[config.mk]
export PLATFORM = sky130hd
export DESIGN_NAME = mem_port_arbiter
export DESIGN_NICKNAME = d
export VERILOG_FILES = /design/src/rtl/mem_port_arbiter.sv
export SDC_FILE = /design/constraint.sdc
export NUM_CORES = 1
export LEC_CHECK = 0
export BUFFER_PORTS_ARGS = -buffer_cell sky130_fd_sc_hd__buf_2
export CAP_MARGIN = 25
export CORE_AREA = 4 4 193 195
export DETAILED_ROUTE_END_ITERATION = 10
export DIE_AREA = 0 0 197 199
export MAX_ROUTING_LAYER = met4
export PLACE_DENSITY = 0.67
export SLEW_MARGIN = 20
export SYNTH_ARGS = -nofsm -noshare
export SYNTH_HDL_FRONTEND = slang
export SYNTH_HIERARCHICAL = 1
export SYNTH_SLANG_ARGS = --single-unit
[constraint.sdc]
create_clock -name clk -period 5.6 [get_ports clk]
set_input_delay 1.12 -clock clk [delete_from_list [all_inputs] [get_ports clk]]
set_output_delay 1.12 -clock clk [all_outputs]
set_load 0.03 [all_outputs]
[src/rtl/mem_port_arbiter.sv]
// Shares one 64-bit memory port between instruction fetch and the decode-stage data request.
// A registered request is issued with valid/ready, and the response is steered back to its owner.

module mem_port_arbiter_lane #(
  parameter int LANE = 0
) (
  input  logic [63:0] wdata_i,
  input  logic [63:0] rdata_i,
  input  logic [2:0]  woff_i,
  input  logic [2:0]  roff_i,
  input  logic [1:0]  len_i,
  output logic [7:0]  wbyte_o,
  output logic [7:0]  rbyte_o,
  output logic        strb_o
);
  localparam logic [3:0] L = 4'(LANE);

  logic [3:0] wdist, rpos, size;
  logic [2:0] wsel, rsel;
  logic       above;

  always_comb begin
    above   = (L >= {1'b0, woff_i});
    wdist   = L - {1'b0, woff_i};
    rpos    = L + {1'b0, roff_i};
    size    = 4'd1 << len_i;
    wsel    = wdist[2:0];
    rsel    = rpos[2:0];
    wbyte_o = above ? wdata_i[{wsel, 3'b000} +: 8] : 8'h00;
    strb_o  = above && (wdist < size);
    // source bytes beyond the top lane shift in as zero (no extension)
    rbyte_o = rpos[3] ? 8'h00 : rdata_i[{rsel, 3'b000} +: 8];
  end
endmodule

module mem_port_arbiter #(
  parameter int ADDR_W   = 64,
  parameter int DATA_W   = 64,
  parameter int STARVE_N = 2
) (
  input  logic              clk,
  input  logic              rst_n,
  input  logic              if_req_valid_i,
  input  logic [ADDR_W-1:0] if_addr_i,
  output logic              if_ready_o,
  output logic              if_rvalid_o,
  output logic [31:0]       if_rdata_o,
  input  logic              d_req_valid_i,
  input  logic              d_wen_i,
  input  logic [ADDR_W-1:0] d_addr_i,
  input  logic [DATA_W-1:0] d_wdata_i,
  input  logic [1:0]        d_wlen_i,
  output logic              d_ready_o,
  output logic              d_rvalid_o,
  output logic [DATA_W-1:0] d_rdata_o,
  output logic              mem_valid_o,
  input  logic              mem_ready_i,
  output logic              mem_wen_o,
  output logic [ADDR_W-1:0] mem_addr_o,
  output logic [DATA_W-1:0] mem_wdata_o,
  output logic [7:0]        mem_wstrb_o,
  input  logic              mem_rvalid_i,
  input  logic [DATA_W-1:0] mem_rdata_i,
  output logic              stall_o
);
  localparam int NB = 8;
  localparam int SW = $clog2(STARVE_N + 1);
  localparam logic [SW-1:0] STARVE_MAX = SW'(STARVE_N);

  typedef enum logic [1:0] {IDLE, ISSUE, WAIT} state_e;

  state_e              state_q, state_d;
  logic [SW-1:0]       starve_q, starve_d;
  logic                own_d_q, own_d_d;
  logic                wen_q, wen_d;
  logic [ADDR_W-1:0]   addr_q, addr_d;
  logic [DATA_W-1:0]   wdata_q, wdata_d;
  logic [NB-1:0]       wstrb_q, wstrb_d;

  logic [NB-1:0][7:0]  wbyte, rbyte;
  logic [NB-1:0]       strb;

  // write lanes align the incoming request; read lanes align the response of the latched owner
  for (genvar g = 0; g < NB; g++) begin : g_lane
    mem_port_arbiter_lane #(.LANE(g)) u_lane (
      .wdata_i (d_wdata_i),
      .rdata_i (mem_rdata_i),
      .woff_i  (d_addr_i[2:0]),
      .roff_i  (addr_q[2:0]),
      .len_i   (d_wlen_i),
      .wbyte_o (wbyte[g]),
      .rbyte_o (rbyte[g]),
      .strb_o  (strb[g])
    );
  end

  always_comb begin
    state_d     = state_q;
    starve_d    = starve_q;
    own_d_d     = own_d_q;
    wen_d       = wen_q;
    addr_d      = addr_q;
    wdata_d     = wdata_q;
    wstrb_d     = wstrb_q;
    if_ready_o  = 1'b0;
    d_ready_o   = 1'b0;
    if_rvalid_o = 1'b0;
    d_rvalid_o  = 1'b0;
    mem_valid_o = 1'b0;
    case (state_q)
      IDLE: begin
        if (d_req_valid_i && !(if_req_valid_i && starve_q == STARVE_MAX)) begin
          d_ready_o = 1'b1;
          own_d_d   = 1'b1;
          wen_d     = d_wen_i;
          addr_d    = d_addr_i;
          wdata_d   = wbyte;
          wstrb_d   = d_wen_i ? strb : '0;
          state_d   = ISSUE;
          if (if_req_valid_i && starve_q != STARVE_MAX) starve_d = starve_q + SW'(1);
        end else if (if_req_valid_i) begin
          if_ready_o = 1'b1;
          own_d_d    = 1'b0;
          wen_d      = 1'b0;
          addr_d     = if_addr_i;
          wdata_d    = '0;
          wstrb_d    = '0;
          starve_d   = '0;
          state_d    = ISSUE;
        end
      end
      ISSUE: begin
        mem_valid_o = 1'b1;
        if (mem_ready_i) state_d = WAIT;
      end
      WAIT: begin
        if (mem_rvalid_i) begin
          d_rvalid_o  = own_d_q;
          if_rvalid_o = !own_d_q;
          state_d     = IDLE;
        end
      end
      default: state_d = IDLE;
    endcase
  end

  always_ff @(posedge clk or negedge rst_n) begin
    if (!rst_n) begin
      state_q  <= IDLE;
      starve_q <= '0;
      own_d_q  <= 1'b0;
      wen_q    <= 1'b0;
      addr_q   <= '0;
      wdata_q  <= '0;
      wstrb_q  <= '0;
    end else begin
      state_q  <= state_d;
      starve_q <= starve_d;
      own_d_q  <= own_d_d;
      wen_q    <= wen_d;
      addr_q   <= addr_d;
      wdata_q  <= wdata_d;
      wstrb_q  <= wstrb_d;
    end
  end

  assign mem_wen_o   = wen_q;
  assign mem_addr_o  = {addr_q[ADDR_W-1:3], 3'b000};
  assign mem_wdata_o = wdata_q;
  assign mem_wstrb_o = wstrb_q;

  // response data is only driven during the owner's rvalid pulse
  assign if_rdata_o = !if_rvalid_o ? 32'd0 :
                      (addr_q[2] ? mem_rdata_i[63:32] : mem_rdata_i[31:0]);
  assign d_rdata_o  = d_rvalid_o ? rbyte : '0;

  assign stall_o = (d_req_valid_i & ~d_ready_o) |
                   (own_d_q & (state_q != IDLE) & ~d_rvalid_o);
endmodule
# Yosys cells after proc, flatten, opt, wreduce, memory -nomap -nowiden
# Cells that the tools add are included.
dict set report word_totals {
  ff_bits 142
  in_bits 265
  out_inout_bits 239
  wordCells 132
}
dict set report op_classes {
  addsub 16
  order_cmp 15
  n_eq_ne 8
  shifts 17
  mux 45
  bitwise_logic 6
  n_reduce_logical 18
}
# cell n
set ops {}
lappend ops {{indexed part select 64 x 7 -> 8 bit} 16}
lappend ops {{2-to-1 mux 64 bit} 5}
lappend ops {{2-to-1 mux 8 bit} 17}
lappend ops {{2-to-1 mux 32 bit} 2}
lappend ops {{< comparator 4 bit} 8}
lappend ops {{adder 3 x 3 -> 4 bit (first input constant)} 4}
lappend ops {{subtractor 3 x 3 -> 4 bit (first input constant)} 4}
lappend ops {{2-to-1 mux 2 bit} 7}
lappend ops {{2-to-1 mux 1 bit} 13}
lappend ops {{logical AND 1 bit} 10}
lappend ops {{>= comparator 3 bit (first input constant)} 3}
lappend ops {{adder 2 x 3 -> 4 bit (first input constant)} 2}
lappend ops {{subtractor 1 x 3 -> 4 bit (first input constant)} 2}
lappend ops {{subtractor 2 x 3 -> 4 bit (first input constant)} 2}
lappend ops {{>= comparator 1 x 3 -> 1 bit (first input constant)} 2}
lappend ops {{>= comparator 2 x 3 -> 1 bit (first input constant)} 2}
lappend ops {{inequality test 2 bit (second input constant)} 3}
lappend ops {{one-hot mux 2 bit (3 select lines)} 1}
lappend ops {{AND reduction 3 bit} 2}
lappend ops {{adder 1 x 3 -> 4 bit (first input constant)} 1}
lappend ops {{equality test 2 bit (second input constant)} 2}
lappend ops {{nonzero test 2 bit} 2}
lappend ops {{left shift 1 x 2 -> 4 bit (first input constant)} 1}
lappend ops {{bitwise AND 1 bit} 3}
lappend ops {{9 further kinds} 11}

# Logic depth before layout (Yosys ltp)
dict set report depth {
  word_depth 9
  ltp_mapped 13
  depth_no_buf 9
}

# By module
# The synthesis kept the hierarchy.
# module n_inst cells_per_inst area_each_um2 seq_area_each_um2
set by_module_without_submodules {}
lappend by_module_without_submodules {mem_port_arbiter 1 762 7223.2 3553.4}
lappend by_module_without_submodules {{mem_port_arbiter_lane (g_lane[1].u_lane)} 1 112 1161.1 0.0}
lappend by_module_without_submodules {{mem_port_arbiter_lane (g_lane[0].u_lane)} 1 77 1153.6 0.0}
lappend by_module_without_submodules {{mem_port_arbiter_lane (g_lane[2].u_lane)} 1 82 1153.6 0.0}
lappend by_module_without_submodules {{mem_port_arbiter_lane (g_lane[6].u_lane)} 1 81 1149.9 0.0}
lappend by_module_without_submodules {{mem_port_arbiter_lane (g_lane[5].u_lane)} 1 79 1139.8 0.0}
lappend by_module_without_submodules {{mem_port_arbiter_lane (g_lane[7].u_lane)} 1 89 940.9 0.0}
lappend by_module_without_submodules {{mem_port_arbiter_lane (g_lane[3].u_lane)} 1 78 905.9 0.0}
lappend by_module_without_submodules {{mem_port_arbiter_lane (g_lane[4].u_lane)} 1 65 873.3 0.0}

# Worst setup path before layout
# OpenSTA, ideal clock, no wires.
dict set report synth_path {
  kind {input to output}
  startpoint {input port d_req_valid_i}
  endpoint {output port stall_o}
  arrival_ns 2.290
  path_slack_ns 2.190
  cell_stages 4
  path_cell_list {a21bo_2 > nor3_2 > clkbuf_1 > a21oi_1}
}
dict set report synth_between {
  elab_chain_cells 6
}
# element line
set synth_lines {}
lappend synth_lines {{start: declaration} 48} ;# input logic d_req_valid_i,
lappend synth_lines {{logical AND 1 bit} 112} ;# if (d_req_valid_i && !(if_req_valid_i && starve_q == STARVE_MAX)) begin
lappend synth_lines {{2-to-1 mux 1 bit} 112}
lappend synth_lines {{2-to-1 mux 1 bit} 110} ;# case (state_q)
lappend synth_lines {{via d_ready_o} 53} ;# output logic d_ready_o,
lappend synth_lines {{inverter 1 bit} 177} ;# assign stall_o = (d_req_valid_i & ~d_ready_o) |
lappend synth_lines {{bitwise AND 1 bit} 177}
lappend synth_lines {{bitwise OR 1 bit} 177}
lappend synth_lines {{end: declaration} 64} ;# output logic stall_o
# The timed path passes the listed nets, and every way through them passes these cells.

==> reports/qor.txt <==
Outcome -> completed
Most frequent cell after synthesis -> nand2_1
Top_reg_cell synth -> dfrtp_1
Slew HR -> 30.9%
Fin crit share -> 77.2%
Hold WS -> 0.494 ns
Slowest CP cell -> ha_1
Port-buffer cells -> 500
Core area -> 35400 um2
Final hold violation count -> 0
Worst setup SP type -> flop
CP max FO -> 35
Final wirelength -> 57.5 mm
CTS Buffer Depth -> 2
Placer Congestion -> 0.922
Die ar. -> 39200 um2
Synth Instances -> 1425
Worst VDD drop -> 0.282 mV
Yosys warning count -> 6
Crit. Startpoint -> addr_q[0]$_DFFE_PN0P_
Clock skew -> 0.0167 ns
Async S/R FF share, synth -> 100%
P per Cell Area -> 471 nW/um2
Post-synth cell types -> 59
Slew @ Worst Pin -> 1.03 ns
Final TNS setup -> 0 ns
Flop2flop setup slack -> 2.54 ns
Effective utilization at floorplan -> 44.4%
Clk sinks -> 142
Worst flop-to-flop path startpoint -> state_q[1]$_DFFE_PN0P_
Setup-failing EPs final -> 0
Crit end category -> primary output
Fmax -> 0.231 GHz
Worst Path Arrival -> 3.20 ns
Largest cells by area after synthesis -> mux4_2 (24%), dfrtp_1 (23%), mux4_1 (10%)
Placed instance area -> 17600 um2
Vias after detailed routing -> 14652
Die Ht -> 199 um
Biggest area consumer among synthesized cells -> mux4_2
Vias in the first global route -> 14112
P_leak -> 8.59 nW
CP max stage delay -> 0.86 ns
H-tree levels -> 4
Flop and latch count out of synthesis -> 142
Crit path capture -> d_rdata_o[58]
I/O pin count -> 504
Number of setup buffers added after CTS -> 0
CTS tree -> yes
Post-Syn Area -> 15700 um2
Post-synth top cells -> nand2_1 (174), mux4_2 (164), dfrtp_1 (142)
Layout cells sized above 1 -> 42.3%
Reg clk slew, reported paths -> 0.07 ns
Post-synth EDFFs -> 0
Max-cap viol count -> 0
First-pass GRT wire length -> 85.8 mm
Cell family with most CP delay -> adder cells
Fin crit period -> 4.32 ns
Crit Path Category -> reg2out
WP depth -> 7
GRT Util Overall -> 28.7%
Vias/cell -> 6.56
Hold-fix buffers, CTS -> 0
P&R area growth vs syn -> 16.3%
Final nets -> 2064
Avg Cell Area, Syn -> 11.0 um2
Chip Width -> 197 um
Worst skew pair latency -> 0.44 ns
CP cell instances -> inv_1 > ha_1 > nor2b_1 > a2111oi_0 > nor3_1 > and2_1 > buf_2
Post-DR wirelength/cell -> 25.7 um
Hold path start -> mem_wdata_o[60]$_DFFE_PN0P_
Critical Path RT -> 4.48 ns
DRT iter0 DRCs -> 1403
Reg2reg path depth -> 5
Reg-to-Reg End -> mem_wstrb_o[0]$_DFFE_PN0P_
Pre-Repair DR Iteration Count -> 6
Synth top area share -> 23.5%
CTS-repair resized insts -> 0
RSZ-0062 raised after global routing -> false
Root Driver -> clkbuf_16
Fin area -> 18300 um2
Grt ovf -> 0
TritonCTS buffer count -> 17
DRT antenna net count -> 0
Seq/Total Area, Yosys -> 22.6%
Initial antenna violation count -> 2
Hpwl dp -> 41.5 mm
Largest net degree at the start of global routing -> 67
Buf/Inv on CP -> 2
DRC -> 0
Max-slew violation count -> 0
Rows -> 69
Hold Crit Class -> reg2reg
-- worst reg2reg max path, stage by stage (launching register included) --
cell and delay, ns:
dfrtp_1 0.51, nor2_4 0.22, buf_4 0.60, nand2_2 0.77, buf_4 0.53, a22o_1 0.30
-- registers in the layout, indices dropped and copies added (netlist names) --
signal / cells
addr_q: 64
mem_wdata_o: 64
mem_wen_o: 1
mem_wstrb_o: 8
own_d_q: 1
starve_q: 2
state_q: 2
-- worst min path at each step --
| stage | endpoint | slack (ns) | cells after the start |
|---|---|---|---|
| 2_1_floorplan | starve_q[1]$_DFFE_PN0P_ | 0.45 | 2 |
| 3_3_place_gp | mem_wen_o$_DFFE_PN0P_ | 0.46 | 1 |
| 3_5_place_dp | mem_wdata_o[39]$_DFFE_PN0P_ | 0.48 | 1 |
| 4_1_cts | mem_wdata_o[25]$_DFFE_PN0P_ | 0.50 | 1 |
| 5_1_grt | mem_wdata_o[49]$_DFFE_PN0P_ | 0.51 | 1 |
| 6_report | mem_wdata_o[60]$_DFFE_PN0P_ | 0.49 | 1 |
-- layout make-up --
class                   instances  area (um2)
well taps                     461         577
clock inverters                15         198
fillers                      3212       17100
flip-flops and latches        142        3560
multi-input cells            1049       10700
inverters                      29         109
clock buffers                  17         425
repair buffers                519        2660
diodes                          2        5.00
-- cells by family (layout without fill, tap and decap cells) --
kind of cell	Yosys count	count (layout)	share of synthesized area, %
compound gates	358	358	16.2
fa+ha+maj	41	41	3.27
buf+inv	236	580	9.28
flops	142	142	22.6
mux	272	272	36.9
other cells	1	5	0.0239
simple gates	375	375	11.6
-- placed cells by master, fill, tap and decap left out, types with 3 or more instances in the layout --
master	synthesis	layout
inv_6	0	8
nor2_1	45	44
mux2i_1	32	32
o211a_1	3	3
a2111oi_2	3	3
conb_1	1	3
mux2_2	9	9
a2111oi_0	8	8
mux4_1	60	60
buf_4	67	19
clkbuf_16	0	17
and2_1	68	67
a22o_1	137	137
buf_2	53	498
and3_1	3	3
a31oi_1	65	65
inv_1	26	26
nor2b_1	42	42
mux2_4	7	7
mux4_2	164	164
o21ai_1	8	8
nor3_1	8	8
o31a_1	4	4
a21o_1	3	3
bufinv_16	0	3
dfrtp_1	142	140
nand2b_1	20	20
a21oi_1	77	77
ha_1	41	41
nand2_1	174	173
a211oi_1	8	8
o21ai_0	27	27
-- power breakdown --
group / switching [mW] / leakage (nW) / internal (mW)
Sequential: 0.397 / 1.75 / 1.48
Combinational: 3.26 / 6.54 / 2.23
Clock: 0.516 / 0.301 / 0.719
Total: 4.17 / 8.59 / 4.42
-- stage by stage --
step	power [mW]	worst slack [ns]	cells	utilization, %
after floorplan	6.29	2.19	1427	-
after global placement	7.22	1.82	2199	49.8
after detailed placement	7.33	1.76	2199	49.8
after CTS	8.59	1.28	2231	51.5
after global routing	9.06	0.929	2234	51.6
final	8.60	1.28	2234	51.6
-- layer usage --
| metal | GRT usage [%] | up-vias | wire (um) |
|---|---|---|---|
| li1 | - | 6205 | - |
| met1 | 37.0 | 7193 | 20900 |
| met2 | 46.2 | 1108 | 28100 |
| met3 | 4.76 | 146 | 6140 |
| met4 | 10.4 | 0 | 2280 |
| met5 | - | - | 0 |
Note: power is estimated with default switching activity, not from simulation.
